## src/rtl/stb_ptr_pkg.sv

```systemverilog
// Store-buffer pointer controller shared definitions.
// Holds the thread/entry geometry, pointer types and the helper that turns
// a [hptr, wptr) pointer pair into a per-entry valid mask.
package stb_ptr_pkg;

  localparam int unsigned NTHR = 8;
  localparam int unsigned NENT = 8;
  localparam int unsigned PTRW = 3;

  typedef logic [2:0]      tid_t;
  typedef logic [PTRW:0]   ptr_t;   // index plus wrap bit
  typedef logic [PTRW-1:0] idx_t;

  // Entry i is valid when its distance from hptr (mod NENT) is below the
  // occupancy wptr-hptr. Works across the wrap because the occupancy is taken
  // on the full PTRW+1 bit pointers.
  function automatic logic [NENT-1:0] ptr_range_mask(ptr_t hptr, ptr_t wptr);
    logic [NENT-1:0] mask;
    ptr_t            cnt;
    idx_t            off;
    cnt  = wptr - hptr;
    mask = '0;
    for (int unsigned i = 0; i < NENT; i++) begin
      off     = idx_t'(i) - hptr[PTRW-1:0];
      mask[i] = ({1'b0, off} < cnt);
    end
    return mask;
  endfunction

endpackage

```

## src/rtl/stb_ptr_thr.sv

```systemverilog
// One thread's store-buffer pointers.
// Keeps wptr (next alloc), rptr (next drain read) and hptr (oldest unretired),
// derives full/empty, decides whether alloc/retire are legal and produces the
// compare valid mask (after a same-cycle retire, before a same-cycle alloc).
// Optional STB_PTR_ERR_EN adds a sticky illegal-event flag.
// Ports:
//   clk_i, rst_i       clock, synchronous active-high reset
//   alloc_i            alloc request for this thread
//   drain_i            granted drain read for this thread (only when can_drain_o)
//   retire_i           retire request for this thread
//   wptr_idx_o         entry index of next alloc
//   rptr_idx_o         entry index of next drain read
//   full_o, empty_o    occupancy status
//   can_drain_o        an allocated entry has not yet been read
//   alloc_ok_o         alloc request accepted this cycle
//   mask_o             valid-entry mask for CAM compare
//   err_o              sticky illegal-event flag (STB_PTR_ERR_EN only)
module stb_ptr_thr
  import stb_ptr_pkg::*;
(
  input  logic            clk_i,
  input  logic            rst_i,
  input  logic            alloc_i,
  input  logic            drain_i,
  input  logic            retire_i,
  output idx_t            wptr_idx_o,
  output idx_t            rptr_idx_o,
  output logic            full_o,
  output logic            empty_o,
  output logic            can_drain_o,
  output logic            alloc_ok_o,
  output logic [NENT-1:0] mask_o
`ifdef STB_PTR_ERR_EN
  ,
  output logic            err_o
`endif
);

  ptr_t wptr_q, wptr_d;
  ptr_t rptr_q, rptr_d;
  ptr_t hptr_q, hptr_d;

  logic full;
  logic retire_ok;
  logic alloc_ok;

  assign full      = (wptr_q[PTRW] != hptr_q[PTRW]) &&
                     (wptr_q[PTRW-1:0] == hptr_q[PTRW-1:0]);
  assign retire_ok = retire_i && (hptr_q != rptr_q);
  // A retire in the same cycle frees a slot, so a full thread can still accept.
  assign alloc_ok  = alloc_i && (!full || retire_ok);

  always_comb begin
    wptr_d = wptr_q;
    rptr_d = rptr_q;
    hptr_d = hptr_q;
    if (alloc_ok)  wptr_d = wptr_q + ptr_t'(1);
    if (drain_i)   rptr_d = rptr_q + ptr_t'(1);
    if (retire_ok) hptr_d = hptr_q + ptr_t'(1);
  end

  always_ff @(posedge clk_i) begin
    if (rst_i) begin
      wptr_q <= '0;
      rptr_q <= '0;
      hptr_q <= '0;
    end else begin
      wptr_q <= wptr_d;
      rptr_q <= rptr_d;
      hptr_q <= hptr_d;
    end
  end

  assign wptr_idx_o  = wptr_q[PTRW-1:0];
  assign rptr_idx_o  = rptr_q[PTRW-1:0];
  assign full_o      = full;
  assign empty_o     = (wptr_q == hptr_q);
  assign can_drain_o = (rptr_q != wptr_q);
  assign alloc_ok_o  = alloc_ok;
  // Uses the post-retire hptr but the pre-alloc wptr.
  assign mask_o      = ptr_range_mask(hptr_d, wptr_q);

`ifdef STB_PTR_ERR_EN
  logic err_q, err_d;
  assign err_d = err_q || (alloc_i && !alloc_ok) || (retire_i && !retire_ok);
  always_ff @(posedge clk_i) begin
    if (rst_i) err_q <= 1'b0;
    else       err_q <= err_d;
  end
  assign err_o = err_q;
`endif

endmodule

```

## src/rtl/stb_ptr_ctl.sv

```systemverilog
// Store-buffer pointer/occupancy controller in front of the 64-entry STB CAM.
// Decodes per-thread alloc/drain/retire/load-compare requests, arbitrates the
// single CAM rw port (alloc beats drain) and registers all CAM-facing strobes
// so they appear one cycle after the request as single-cycle pulses.
// Optional feature macro: STB_PTR_ERR_EN adds stb_ptr_err (sticky per thread).
// Ports:
//   l2clk, rst                         clock, synchronous active-high reset
//   st_alloc_vld/tid                   store allocate
//   st_drain_req/tid, st_drain_gnt     drain read request and comb. grant
//   st_retire_vld/tid                  retire (frees oldest entry)
//   ld_cam_req/tid                     load RAW compare request
//   stb_cam_rw_ptr/rw_tid              registered rw port address
//   stb_cam_wptr_vld/rptr_vld          registered write/read strobes
//   stb_cam_vld/cm_tid/line_en         registered compare strobe, thread, mask
//   stb_full/stb_empty                 per-thread occupancy status
//   stb_ptr_err                        sticky illegal-event flags (STB_PTR_ERR_EN)
module stb_ptr_ctl
  import stb_ptr_pkg::*;
(
  input  logic            l2clk,
  input  logic            rst,
  input  logic            st_alloc_vld,
  input  logic [2:0]      st_alloc_tid,
  input  logic            st_drain_req,
  input  logic [2:0]      st_drain_tid,
  output logic            st_drain_gnt,
  input  logic            st_retire_vld,
  input  logic [2:0]      st_retire_tid,
  input  logic            ld_cam_req,
  input  logic [2:0]      ld_cam_tid,
  output logic [2:0]      stb_cam_rw_ptr,
  output logic [2:0]      stb_cam_rw_tid,
  output logic            stb_cam_wptr_vld,
  output logic            stb_cam_rptr_vld,
  output logic            stb_cam_vld,
  output logic [2:0]      stb_cam_cm_tid,
  output logic [NENT-1:0] stb_cam_line_en,
  output logic [NTHR-1:0] stb_full,
  output logic [NTHR-1:0] stb_empty
`ifdef STB_PTR_ERR_EN
  ,
  output logic [NTHR-1:0] stb_ptr_err
`endif
);

  logic [NTHR-1:0] alloc_t, drain_t, retire_t;
  logic [NTHR-1:0] alloc_ok, can_drain, full, empty;
  idx_t            wptr_idx [NTHR];
  idx_t            rptr_idx [NTHR];
  logic [NENT-1:0] mask     [NTHR];

  logic any_alloc;
  logic drain_gnt;

  for (genvar t = 0; t < NTHR; t++) begin : g_thr
    assign alloc_t[t]  = st_alloc_vld  && (st_alloc_tid  == tid_t'(t));
    assign retire_t[t] = st_retire_vld && (st_retire_tid == tid_t'(t));
    assign drain_t[t]  = drain_gnt     && (st_drain_tid  == tid_t'(t));

    stb_ptr_thr u_thr (
      .clk_i       (l2clk),
      .rst_i       (rst),
      .alloc_i     (alloc_t[t]),
      .drain_i     (drain_t[t]),
      .retire_i    (retire_t[t]),
      .wptr_idx_o  (wptr_idx[t]),
      .rptr_idx_o  (rptr_idx[t]),
      .full_o      (full[t]),
      .empty_o     (empty[t]),
      .can_drain_o (can_drain[t]),
      .alloc_ok_o  (alloc_ok[t]),
      .mask_o      (mask[t])
`ifdef STB_PTR_ERR_EN
      ,
      .err_o       (stb_ptr_err[t])
`endif
    );
  end

  // Only an accepted alloc occupies the rw port; an ignored one leaves it free.
  assign any_alloc    = |alloc_ok;
  assign drain_gnt    = !rst && st_drain_req && !any_alloc && can_drain[st_drain_tid];
  assign st_drain_gnt = drain_gnt;

  logic            wptr_vld_q, wptr_vld_d;
  logic            rptr_vld_q, rptr_vld_d;
  logic [2:0]      rw_ptr_q,   rw_ptr_d;
  logic [2:0]      rw_tid_q,   rw_tid_d;
  logic            cam_vld_q,  cam_vld_d;
  logic [2:0]      cm_tid_q,   cm_tid_d;
  logic [NENT-1:0] line_en_q,  line_en_d;

  always_comb begin
    wptr_vld_d = any_alloc;
    rptr_vld_d = drain_gnt;
    rw_ptr_d   = '0;
    rw_tid_d   = '0;
    if (any_alloc) begin
      rw_ptr_d = wptr_idx[st_alloc_tid];
      rw_tid_d = st_alloc_tid;
    end else if (drain_gnt) begin
      rw_ptr_d = rptr_idx[st_drain_tid];
      rw_tid_d = st_drain_tid;
    end
    cam_vld_d = ld_cam_req;
    cm_tid_d  = ld_cam_req ? ld_cam_tid : 3'd0;
    line_en_d = ld_cam_req ? mask[ld_cam_tid] : '0;
  end

  always_ff @(posedge l2clk) begin
    if (rst) begin
      wptr_vld_q <= 1'b0;
      rptr_vld_q <= 1'b0;
      rw_ptr_q   <= '0;
      rw_tid_q   <= '0;
      cam_vld_q  <= 1'b0;
      cm_tid_q   <= '0;
      line_en_q  <= '0;
    end else begin
      wptr_vld_q <= wptr_vld_d;
      rptr_vld_q <= rptr_vld_d;
      rw_ptr_q   <= rw_ptr_d;
      rw_tid_q   <= rw_tid_d;
      cam_vld_q  <= cam_vld_d;
      cm_tid_q   <= cm_tid_d;
      line_en_q  <= line_en_d;
    end
  end

  assign stb_cam_wptr_vld = wptr_vld_q;
  assign stb_cam_rptr_vld = rptr_vld_q;
  assign stb_cam_rw_ptr   = rw_ptr_q;
  assign stb_cam_rw_tid   = rw_tid_q;
  assign stb_cam_vld      = cam_vld_q;
  assign stb_cam_cm_tid   = cm_tid_q;
  assign stb_cam_line_en  = line_en_q;
  assign stb_full         = full;
  assign stb_empty        = empty;

endmodule

```

## config.mk

```make
export PLATFORM = sky130hd
export DESIGN_NAME = stb_ptr_ctl
export DESIGN_NICKNAME = d
export VERILOG_FILES = /design/src/rtl/stb_ptr_pkg.sv /design/src/rtl/stb_ptr_thr.sv /design/src/rtl/stb_ptr_ctl.sv
export SDC_FILE = /design/constraint.sdc
export NUM_CORES = 1
export LEC_CHECK = 0
export CAP_MARGIN = 10
export CORE_MARGIN = 2
export CORE_UTILIZATION = 60
export CTS_CLUSTER_SIZE = 30
export DETAILED_ROUTE_END_ITERATION = 16
export DONT_BUFFER_PORTS = 1
export HOLD_SLACK_MARGIN = 0.02
export PLACE_DENSITY = 0.8
export SLEW_MARGIN = 15
export SYNTH_ARGS = -nofsm -noshare
export SYNTH_HDL_FRONTEND = slang
export SYNTH_SLANG_ARGS = --single-unit
```

## constraint.sdc

```tcl
create_clock -name l2clk -period 9.1 [get_ports l2clk]
set_clock_uncertainty 0.05 [all_clocks]
set_input_delay 0 -clock l2clk [delete_from_list [all_inputs] [get_ports l2clk]]
set_output_delay 0 -clock l2clk [all_outputs]
set_load 0.02 [all_outputs]
```

# ---- After elaboration in Yosys (flattened, before gate mapping)
# Index checks and enable logic that the tools add are counted.
dict set report word_totals {
  reg_bits 116
}
dict set report classes {
  n_eq_ne 61
  bitwise 4
  add_sub_neg 96
  order_cmp 68
  reduce_logical 74
  n_mux 23
}
# cell count
set ops {}
lappend ops {{$lt A3 B4 Y1} 64}
lappend ops {{$add A4 B1 Y4 const B} 24}
lappend ops {{$sub A3 B3 Y3 const A} 32}
lappend ops {{$ne A4 B4 Y1} 16}
lappend ops {{$logic_and A1 B1 Y1} 51}
lappend ops {{$sub A1 B3 Y3 const A} 16}
lappend ops {{$sub A2 B3 Y3 const A} 16}
lappend ops {{$eq A3 B3 Y1 const B} 12}
lappend ops {{$eq A4 B4 Y1} 8}
lappend ops {{$mux W4} 8}
lappend ops {{$sub A4 B4 Y4} 8}
lappend ops {{$bmux W8 S3} 1}
lappend ops {{$eq A3 B3 Y1} 8}
lappend ops {{$mux W3} 8}
lappend ops {{$bmux W3 S3} 2}
lappend ops {{$eq A3 B2 Y1 const B} 6}
lappend ops {{$mux W8} 2}
lappend ops {{$ge A4 B4 Y1 const B} 3}
lappend ops {{$not A3 Y4} 3}
lappend ops {{$logic_not A1 Y1} 10}
lappend ops {{$eq A3 B1 Y1 const B} 3}
lappend ops {{$logic_not A3 Y1} 3}
lappend ops {{$logic_or A1 B1 Y1} 8}
lappend ops {{$ne A1 B1 Y1} 8}
lappend ops {{other kinds (6)} 6}

# ---- Longest topological paths before layout
# Gate-level depths: netlist (run 1).
dict set report depth {
  ltp_word 11
  depth_mapped 17
  mapped_depth_nobuf 14
}

# ---- Hierarchy
# A second synthesis (run 1) with hierarchy kept.
dict set report hier_totals {
  cells_unflattened 1379
  hier_area_um2 12025.3
}
# module n_inst area_per_inst_um2 cells_per_inst seq_area_each_um2
set modules_own_cells {}
lappend modules_own_cells {stb_ptr_thr 8 1282.5 152 240.2}
lappend modules_own_cells {stb_ptr_ctl 1 1765.4 163 400.4}

# ---- Worst setup path after synthesis (run 1)
# OpenSTA, ideal clock, no wires.
dict set report synth_timing {
  path_kind {reg-to-reg}
  startpoint {register g_thr[1].u_thr.hptr_q[2]}
  endpoint {register line_en_q[0], in the netlist stb_cam_line_en[0]}
  arrival_time_ps 3766
  setup_slack_ps 5195
  synth_period_minus_slack_ps 3905
  stages_incl_launch_ff 15
  path_cell_list {dfxtp_1 -> clkbuf_1 -> xor2_1 -> o41ai_4 -> mux2i_2 -> xor2_1 -> ha_1 -> inv_1 -> ha_1 -> a21oi_1 -> or2_2 -> maj3_2 -> a221oi_2 -> nor3_1 -> a311oi_2}
}
dict set report synth_between {
  elab_chain_cells 8
  word_cells_on_any_way 10
}
# item line
set synth_lines {}
lappend synth_lines {{start, declared} stb_ptr_thr.sv:41} ;# ptr_t hptr_q, hptr_d;
lappend synth_lines {{start signal, assigned} stb_ptr_thr.sv:70} ;# hptr_q <= hptr_d;
lappend synth_lines {{parallel branches: the longest is 2 deep, another holds $add A4 B1 Y4} -}
lappend synth_lines {{$mux W4 *} stb_ptr_thr.sv:59} ;# if (retire_ok) hptr_d = hptr_q + ptr_t'(1);
lappend synth_lines {{$sub A4 B4 Y4 or $sub A1 B3 Y3 (tied branches)} {stb_ptr_pkg.sv:21, stb_ptr_pkg.sv:24}}
lappend synth_lines {{$lt A3 B4 Y1 *} stb_ptr_pkg.sv:25} ;# mask[i] = ({1'b0, off} < cnt);
lappend synth_lines {{$bmux W8 S3 *} stb_ptr_ctl.sv:107} ;# line_en_d = ld_cam_req ? mask[ld_cam_tid] : '0;
lappend synth_lines {{$mux W8 (implied by the code) * (2 in series)} stb_ptr_ctl.sv:107}
lappend synth_lines {{end signal, assigned} stb_ptr_ctl.sv:126} ;# line_en_q <= line_en_d;
lappend synth_lines {{end, declared} stb_ptr_ctl.sv:91} ;# logic [NENT-1:0] line_en_q, line_en_d;
# Mark *: on every way between the ends. The select of a mux whose other input is x is not followed.
# A chain may end at the register's enable or synchronous reset.

# ---- Worst setup path after layout (run 1)
dict set report layout_timing {
  startpoint {register g_thr[4].u_thr.hptr_q[1]}
  endpoint {register line_en_q[1], in the netlist stb_cam_line_en[1]}
}
dict set report layout_between {
  elab_chain_cells 8
  word_cells_on_any_way 10
}
# item line
set layout_lines {}
lappend layout_lines {{start, declared} stb_ptr_thr.sv:41}
lappend layout_lines {{start signal, assigned} stb_ptr_thr.sv:70}
lappend layout_lines {{parallel branches: the longest is 2 deep, another holds $add A4 B1 Y4} -}
lappend layout_lines {{$mux W4 *} stb_ptr_thr.sv:59}
lappend layout_lines {{$sub A4 B4 Y4 or $sub A1 B3 Y3 (tied branches)} {stb_ptr_pkg.sv:21, stb_ptr_pkg.sv:24}}
lappend layout_lines {{$lt A3 B4 Y1 *} stb_ptr_pkg.sv:25}
lappend layout_lines {{$bmux W8 S3 *} stb_ptr_ctl.sv:107}
lappend layout_lines {{$mux W8 (implied by the code) * (2 in series)} stb_ptr_ctl.sv:107}
# Marked as above.

==> results of run 1 <==
-- registers in the layout, summed over array words and instances (netlist names) --
signal and count:
stb_cam_line_en 8, g_thr.u_thr.rptr_q 32, stb_cam_rw_tid 3, stb_cam_cm_tid 3, stb_cam_rptr_vld 1, stb_cam_vld 1, stb_cam_wptr_vld 1, g_thr.u_thr.hptr_q 32
g_thr.u_thr.wptr_q 32, stb_cam_rw_ptr 3
-- logic make-up (layout without fill, tap and decap cells) --
group / after synthesis / in the layout / synth area share (%)
AO/OA/AOI/OAI: 256 / 256 / 16.69
XOR/XNOR: 223 / 223 / 17.89
adder cells (fa/ha/maj): 109 / 109 / 11.57
buffers and inverters: 180 / 133 / 6.790
flip-flops: 116 / 116 / 21.11
multiplexers: 52 / 52 / 6.222
AND/OR/NAND/NOR: 427 / 427 / 19.73
-- power groups by stage --
stage	registers, mW	clock network (mW)	logic (mW)
floorplan	0.533	0	0.0785
global placement	0.540	0	0.0761
detailed placement	0.540	0	0.0775
CTS	0.529	0.649	0.0975
global route	0.530	0.671	0.107
finish	0.529	0.649	0.100
-- cell usage after synthesis (all sizes together), types with 7 or more instances --
master / count
xor2: 75
nand2b: 12
a211oi: 13
a41oi: 7
and2: 15
buf: 29
clkbuf: 69
nor2: 173
or2: 11
and3: 7
o21ai: 47
nand2: 54
o21a: 10
nand4: 22
xnor2: 148
mux4: 12
o221ai: 17
o22ai: 9
a211o: 7
a221oi: 8
nor2b: 12
or3: 11
nand3: 38
inv: 78
maj3: 37
dfxtp: 116
nor4: 11
ha: 72
and4: 10
nor3: 27
mux2i: 35
a21oi: 72
-- worst max path at each step --
stage,slack [ns],start,to,cells after the start
CTS,3.77,g_thr[4].u_thr.hptr_q[1]$_SDFF_PP0_,stb_cam_line_en[1]$_SDFF_PP0_,12
global placement,4.42,g_thr[4].u_thr.rptr_q[0]$_SDFFE_PP0P_,stb_cam_line_en[1]$_SDFF_PP0_,11
finish,3.65,g_thr[4].u_thr.hptr_q[1]$_SDFF_PP0_,stb_cam_line_en[1]$_SDFF_PP0_,12
global route,3.17,g_thr[4].u_thr.hptr_q[1]$_SDFF_PP0_,stb_cam_line_en[1]$_SDFF_PP0_,12
detailed placement,4.40,g_thr[4].u_thr.hptr_q[1]$_SDFF_PP0_,stb_cam_line_en[1]$_SDFF_PP0_,11
floorplan,5.20,g_thr[1].u_thr.hptr_q[2]$_SDFF_PP0_,stb_cam_line_en[0]$_SDFF_PP0_,14
-- worst min-delay path: cells and delay by family --
family          cells  cell delay, ns
compound gates      1            0.15
mux                 2            0.30
-- per-stage QoR --
stage	total power [mW]	area (sq um)	worst slack (ns)	util, %	hold WS (ns)
after CTS	1.275	11610	3.769	64.62	0.02936
after detailed placement	0.6173	10880	4.398	60.58	0.03109
after global routing	1.308	11610	3.166	64.62	0.04804
final	1.279	11610	3.647	64.62	0.02617
after floorplan	0.6113	11000	5.195	-	0.09435
after global placement	0.6160	10880	4.419	60.56	0.03058
-- layout make-up --
cell class,count,area (sq um)
clock inverter,9,78.83
multi-input combinational,1067,7936
clock buffer,23,478.0
tap,229,286.5
fill,1521,6356
inverter,82,307.8
timing repair buffer,19,197.7
sequential,116,2322
-- per-layer routing --
layer  up-vias  share of wire (%)  global-route usage [%]
li1       4697                  -                       -
met1      4668                 42                   42.36
met2       464                 43                   50.34
met3        95                 11                   9.979
met4         0                4.3                   12.55
met5         -                  0                       0
==> results.cfg, run 1 <==
[setup_path]
crit_path_frequent_cell = xnor2_1
critical_path_class = flop to flop
slowest_stage = xnor2_1
max_stage_delay_ns = 0.85
r2r_setup_slack_ns = 3.65
crit_path_end_kind = flop
crit_family = XOR/XNOR gates
required_ns = 9.42
ff2ff_path_depth = 12
worst-path-buf-inv = 2
critPathLaunchType = flop
cp.arrival_ns = 5.77
worstPathMaxFanout = 16
r2r_start = g_thr[4].u_thr.hptr_q[1]$_SDFF_PP0_
r2r-end = stb_cam_line_en[1]$_SDFF_PP0_
cp_cell_sequence = xor2_1, o41ai_4, or2_2, xnor2_1, clkinv_1, ha_1, xnor2_1, a21oi_1, a221oi_1, o311ai_0, a311oi_1, dlygate4sd3_1

[timing]
max_freq_mhz = 183.4
hold_viol = 0
period_minus_slack_ns = 5.453
period_share_pct = 59.92
setup-violations-final = 0
rsz0062_at_grt = no
slew_violations = 0
worst_pin_slew_ns = 1.050
max_slew_margin_pct = 29.02
tns_ns = 0

[clocking]
cts_buffers = 17
hold_buffers = 15
postCtsSetupRepairBufs = 0
path_clk_slew_ns = 0.06
clkSinkCount = 116
clockBufferDepth = 2
clock_latency_ns = 0.43
cts_tree = yes
cts_resized = 0
root_buffer = clkbuf_16
htreeDepth = 4

[drt]
drt.antenna.violating_nets = 0
wl_per_cell_um = 20.41
drt-initial-drc-count = 1163
vias_per_cell = 6.423
vias = 9924
wirelength_mm = 31.53
drc = 0
drtPass1Iterations = 5

[power_and_ir_drop]
p_leak_nw = 4.577
combPwrFrac_pct = 7.8
power_frac_clock_pct = 50.8
p_sw_mw = 0.3343
seqPwrFrac_pct = 41.4
p_int_mw = 0.9442
peakVddDrop_v = 0.0001336
p_per_area_mw_per_mm2 = 110.1
switching_share_pct = 26.15

[floorplanning]
start_util_pct = 61.24
core_area_sq_mm = 0.01796
die_w_um = 139.4
io_pins = 55
floorplan.die_area_sq_mm = 0.01943
fp-row-count = 49
die_y_um = 139.4

[finish]
layout.nets = 1393
synthToLayoutAreaGrowth_pct = 5.517
final_cell_mix = 172 x nor2_1, 146 x xnor2_1, 116 x dfxtp_1, 75 x xor2_1, 74 x inv_1
antenna_cells = 0
drive_gt1_share_pct = 7.295
layout_commonest_cell = nor2_1
layout.cells.non_filler = 1545

[worst_hold_path]
hp-start = st_alloc_tid[0]
hold_depth = 3
hold_class = primary input to flop
hold_end = stb_cam_rw_ptr[2]$_SDFF_PP0_

[run]
maxCapViolCount = 0

[synth]
synth_edf_count = 0
syn_area_sq_mm = 0.01100
synthArstFlopShare_pct = 0
yosys.area.top_type_share_pct = 21.11
synth.area.top_cells = dfxtp_1 21%, xnor2_1 12%, ha_1 8.2%, xor2_1 6.0%, nor2_1 5.9%
synthCells = 1363
ys_seq_area_share_pct = 21.11
synth_nets = 1453
synth_ff_type = dfxtp_1
yosysTopAreaCell = dfxtp_1
synth_warnings = 0
synth_cell_types = 89
synth_seq_cells = 116
avgSynthCellArea_sq_um = 8.071

[placed_design]
hpwl_mm = 22.31
portBuffers = 0
routabilityCongestion = 0.9173
place_inst = 1498

[global_route]
grtUsageTotal_pct = 32.45
grt_max_degree = 100
grt_pass1_vias = 9184
grt.overflow.total = 0
antenna_found_initial = 0
grt_pass1_wl_mm = 49.98

[run_status]
status = completed
No activity file was read; power rests on OpenSTA's default activity.
==> inputs of run 2 (changes only) <==
Settings changed: ABC_AREA set to 1, PLACE_DENSITY 0.8 to 0.83.
Clock period 9.1 ns to 4.4 ns, I/O delays scaled along.
==> results.cfg, run 2 <==
[power_and_ir_drop]
power_mw = 3.062
p_per_area_mw_per_mm2 = 251.7
peakVddDrop_v = 0.0002919
p_leak_nw = 6.380

[timing]
worst_pin_slew_ns = 0.8761
rsz0062_at_grt = no
hold_viol = 0
hold_slack_ns = 0.07139
slew_violations = 0
period_share_pct = 90.91
tns_ns = 0
setup-violations-final = 0
max_freq_mhz = 250.0
period_minus_slack_ns = 4.000
max_slew_margin_pct = 41.38

[finish]
synthToLayoutAreaGrowth_pct = 7.247
final_cell_mix = 663 x nand2_1, 268 x nand3_1, 235 x inv_1, 116 x dfxtp_1, 105 x nor2_1
layout.nets = 2003
regArea_sq_mm = 0.002322
drive_gt1_share_pct = 5.711
multi_input_area_sq_mm = 0.007697
fillerInstances = 1766
reg_top3 = g_thr.u_thr.hptr_q: 32 flops, g_thr.u_thr.rptr_q: 32 flops, g_thr.u_thr.wptr_q: 32 flops
layout_commonest_cell = nand2_1

[setup_path]
critical_path_class = flop to flop
worst-path-buf-inv = 2
cp_cell_sequence = xnor2_1, nand3_1, nor2_1, nand2_2, nand2_2, nand2_2, nor3_4, nand2_2, nor3_4, nand3_1, dlygate4sd3_1, a21oi_1, dlygate4sd3_1
max_stage_delay_ns = 0.61
critPathLaunchType = flop
cp.arrival_ns = 4.32
slowest_stage = dlygate4sd3_1
crit_path_end_kind = flop
crit_path_frequent_cell = nand2_2
crit_family = simple AND/OR/NAND/NOR gates
required_ns = 4.73
worstPathMaxFanout = 7

[clocking]
root_buffer = clkbuf_16
clockBufferDepth = 2
path_clk_slew_ns = 0.06
clock_latency_ns = 0.43
cts_buffers = 17
hold_buffers = 17
cts_tree = yes
postCtsSetupRepairBufs = 0
cts_resized = 0
clkSinkCount = 116
htreeDepth = 4

[placed_design]
hpwl_mm = 25.25
routabilityCongestion = 0.9399
portBuffers = 0

[floorplanning]
core_area_sq_mm = 0.01864
fp-row-count = 50
io_pins = 55
die_y_um = 141.5
start_util_pct = 60.85
floorplan.die_area_sq_mm = 0.02002
die_w_um = 141.5

[drt]
wl_met2_mm = 15.42
drt-initial-drc-count = 997
drc = 0
wl_per_cell_um = 15.42
dr_wl_met3_mm = 3.014
drtPass1Iterations = 6
highest_layer = met4
vias = 12310
vias_per_cell = 5.696
met1_length_mm = 13.60
drt.antenna.violating_nets = 0
wirelength_mm = 33.33

[global_route]
grt.overflow.total = 0
grt_pass1_vias = 11290
grt_max_degree = 61
grtUsageTotal_pct = 33.54
antenna_found_initial = 0
grt_pass1_wl_mm = 54.39

[synth]
synth_nets = 2021
yosysTopAreaCell = nand2_1
syn_area_sq_mm = 0.01134
ys_seq_area_share_pct = 20.47
avgSynthCellArea_sq_um = 5.874
yosysMostFrequentCell = nand2_1
synth_warnings = 0
synthArstFlopShare_pct = 0
synth_common_cells = 663 x nand2_1, 268 x nand3_1, 235 x inv_1
yosys.area.top_type_share_pct = 21.94
synth_edf_count = 0
synthCells = 1931
synth.area.top_cells = nand2_1 22%, dfxtp_1 20%, nand3_1 12%, ha_1 7.9%, inv_1 7.8%
synth_cell_types = 40
synth_ff_type = dfxtp_1
synth_seq_cells = 116

[run]
maxCapViolCount = 0

[worst_hold_path]
hold_class = primary input to flop

[run_status]
status = completed
run 2: cell types whose count changed after synthesis, moves of 29 or more:
| cell | change |
|---|---|
| a21oi_1 | +29 |
| clkbuf_1 | -52 |
| mux2i_1 | -33 |
| nand3_1 | +230 |
| nor2_1 | -67 |
| xnor2_1 | -107 |
| nand2_1 | +609 |
| inv_1 | +161 |
| maj3_1 | -36 |
run 2: routing by layer:
layer	up-vias	GRT usage, %
li1	6153	-
met1	5547	41.06
met2	505	56.75
met3	104	7.560
met4	0	14.37
met5	-	0
run 2: kinds of logic after synthesis:
logic type,synth area share [%]
and+or+nand+nor,43.00
xor gates and xnor gates,6.717
buffers and inverters,11.67
AOI/OAI and AO/OA,10.20
DFF,20.47
adders and majority gates,7.942
run 2: tightest hold or removal path, stage by stage:
cell,delay [ns]
nand2_2,0.24
nor4_1,0.08
nand3_1,0.11
a21oi_1,0.07
run 2: final timing paths:
check	cells past startpoint	start	to	slack, ns
max	13	g_thr[6].u_thr.wptr_q[2]$_SDFFE_PP0P_	g_thr[1].u_thr.rptr_q[3]$_SDFFE_PP0P_	0.40
min	4	st_alloc_tid[0]	g_thr[5].u_thr.wptr_q[3]$_SDFFE_PP0P_	0.07
max reg2reg	13	g_thr[6].u_thr.wptr_q[2]$_SDFFE_PP0P_	g_thr[1].u_thr.rptr_q[3]$_SDFFE_PP0P_	0.40
min reg2reg	2	g_thr[4].u_thr.rptr_q[3]$_SDFFE_PP0P_	g_thr[4].u_thr.rptr_q[3]$_SDFFE_PP0P_	0.45
run 2: cell type report:
class / count / share of cell area [%]
clock buffers: 19 / 3.641
well taps: 234 / 2.407
diodes: 1 / 0.02057
inverters: 263 / 8.115
clock inverters: 13 / 1.687
flip-flops and latches: 116 / 19.09
repair buffers: 19 / 1.769
multi-input cells: 1496 / 63.27
run 2: per-stage QoR:
| step | cell area, sq um | utilization, % | worst slack (ns) | cells |
|---|---|---|---|---|
| 2_1_floorplan | 11340 | - | 1.773 | 1931 |
| 5_1_grt | 12160 | 65.24 | 0.1683 | 2160 |
| 6_report | 12170 | 65.26 | 0.4001 | 2161 |
| 3_5_place_dp | 11330 | 60.76 | 1.070 | 2111 |
| 4_1_cts | 12160 | 65.24 | 0.5037 | 2160 |
| 3_3_place_gp | 11330 | 60.76 | 1.086 | 2111 |
run 2: power breakdown:
group / total [mW] / internal [mW] / switching (mW)
combinational: 0.398 / 0.120 / 0.278
sequential: 1.10 / 1.07 / 0.0323
clock: 1.56 / 1.02 / 0.546
total: 3.06 / 2.21 / 0.856
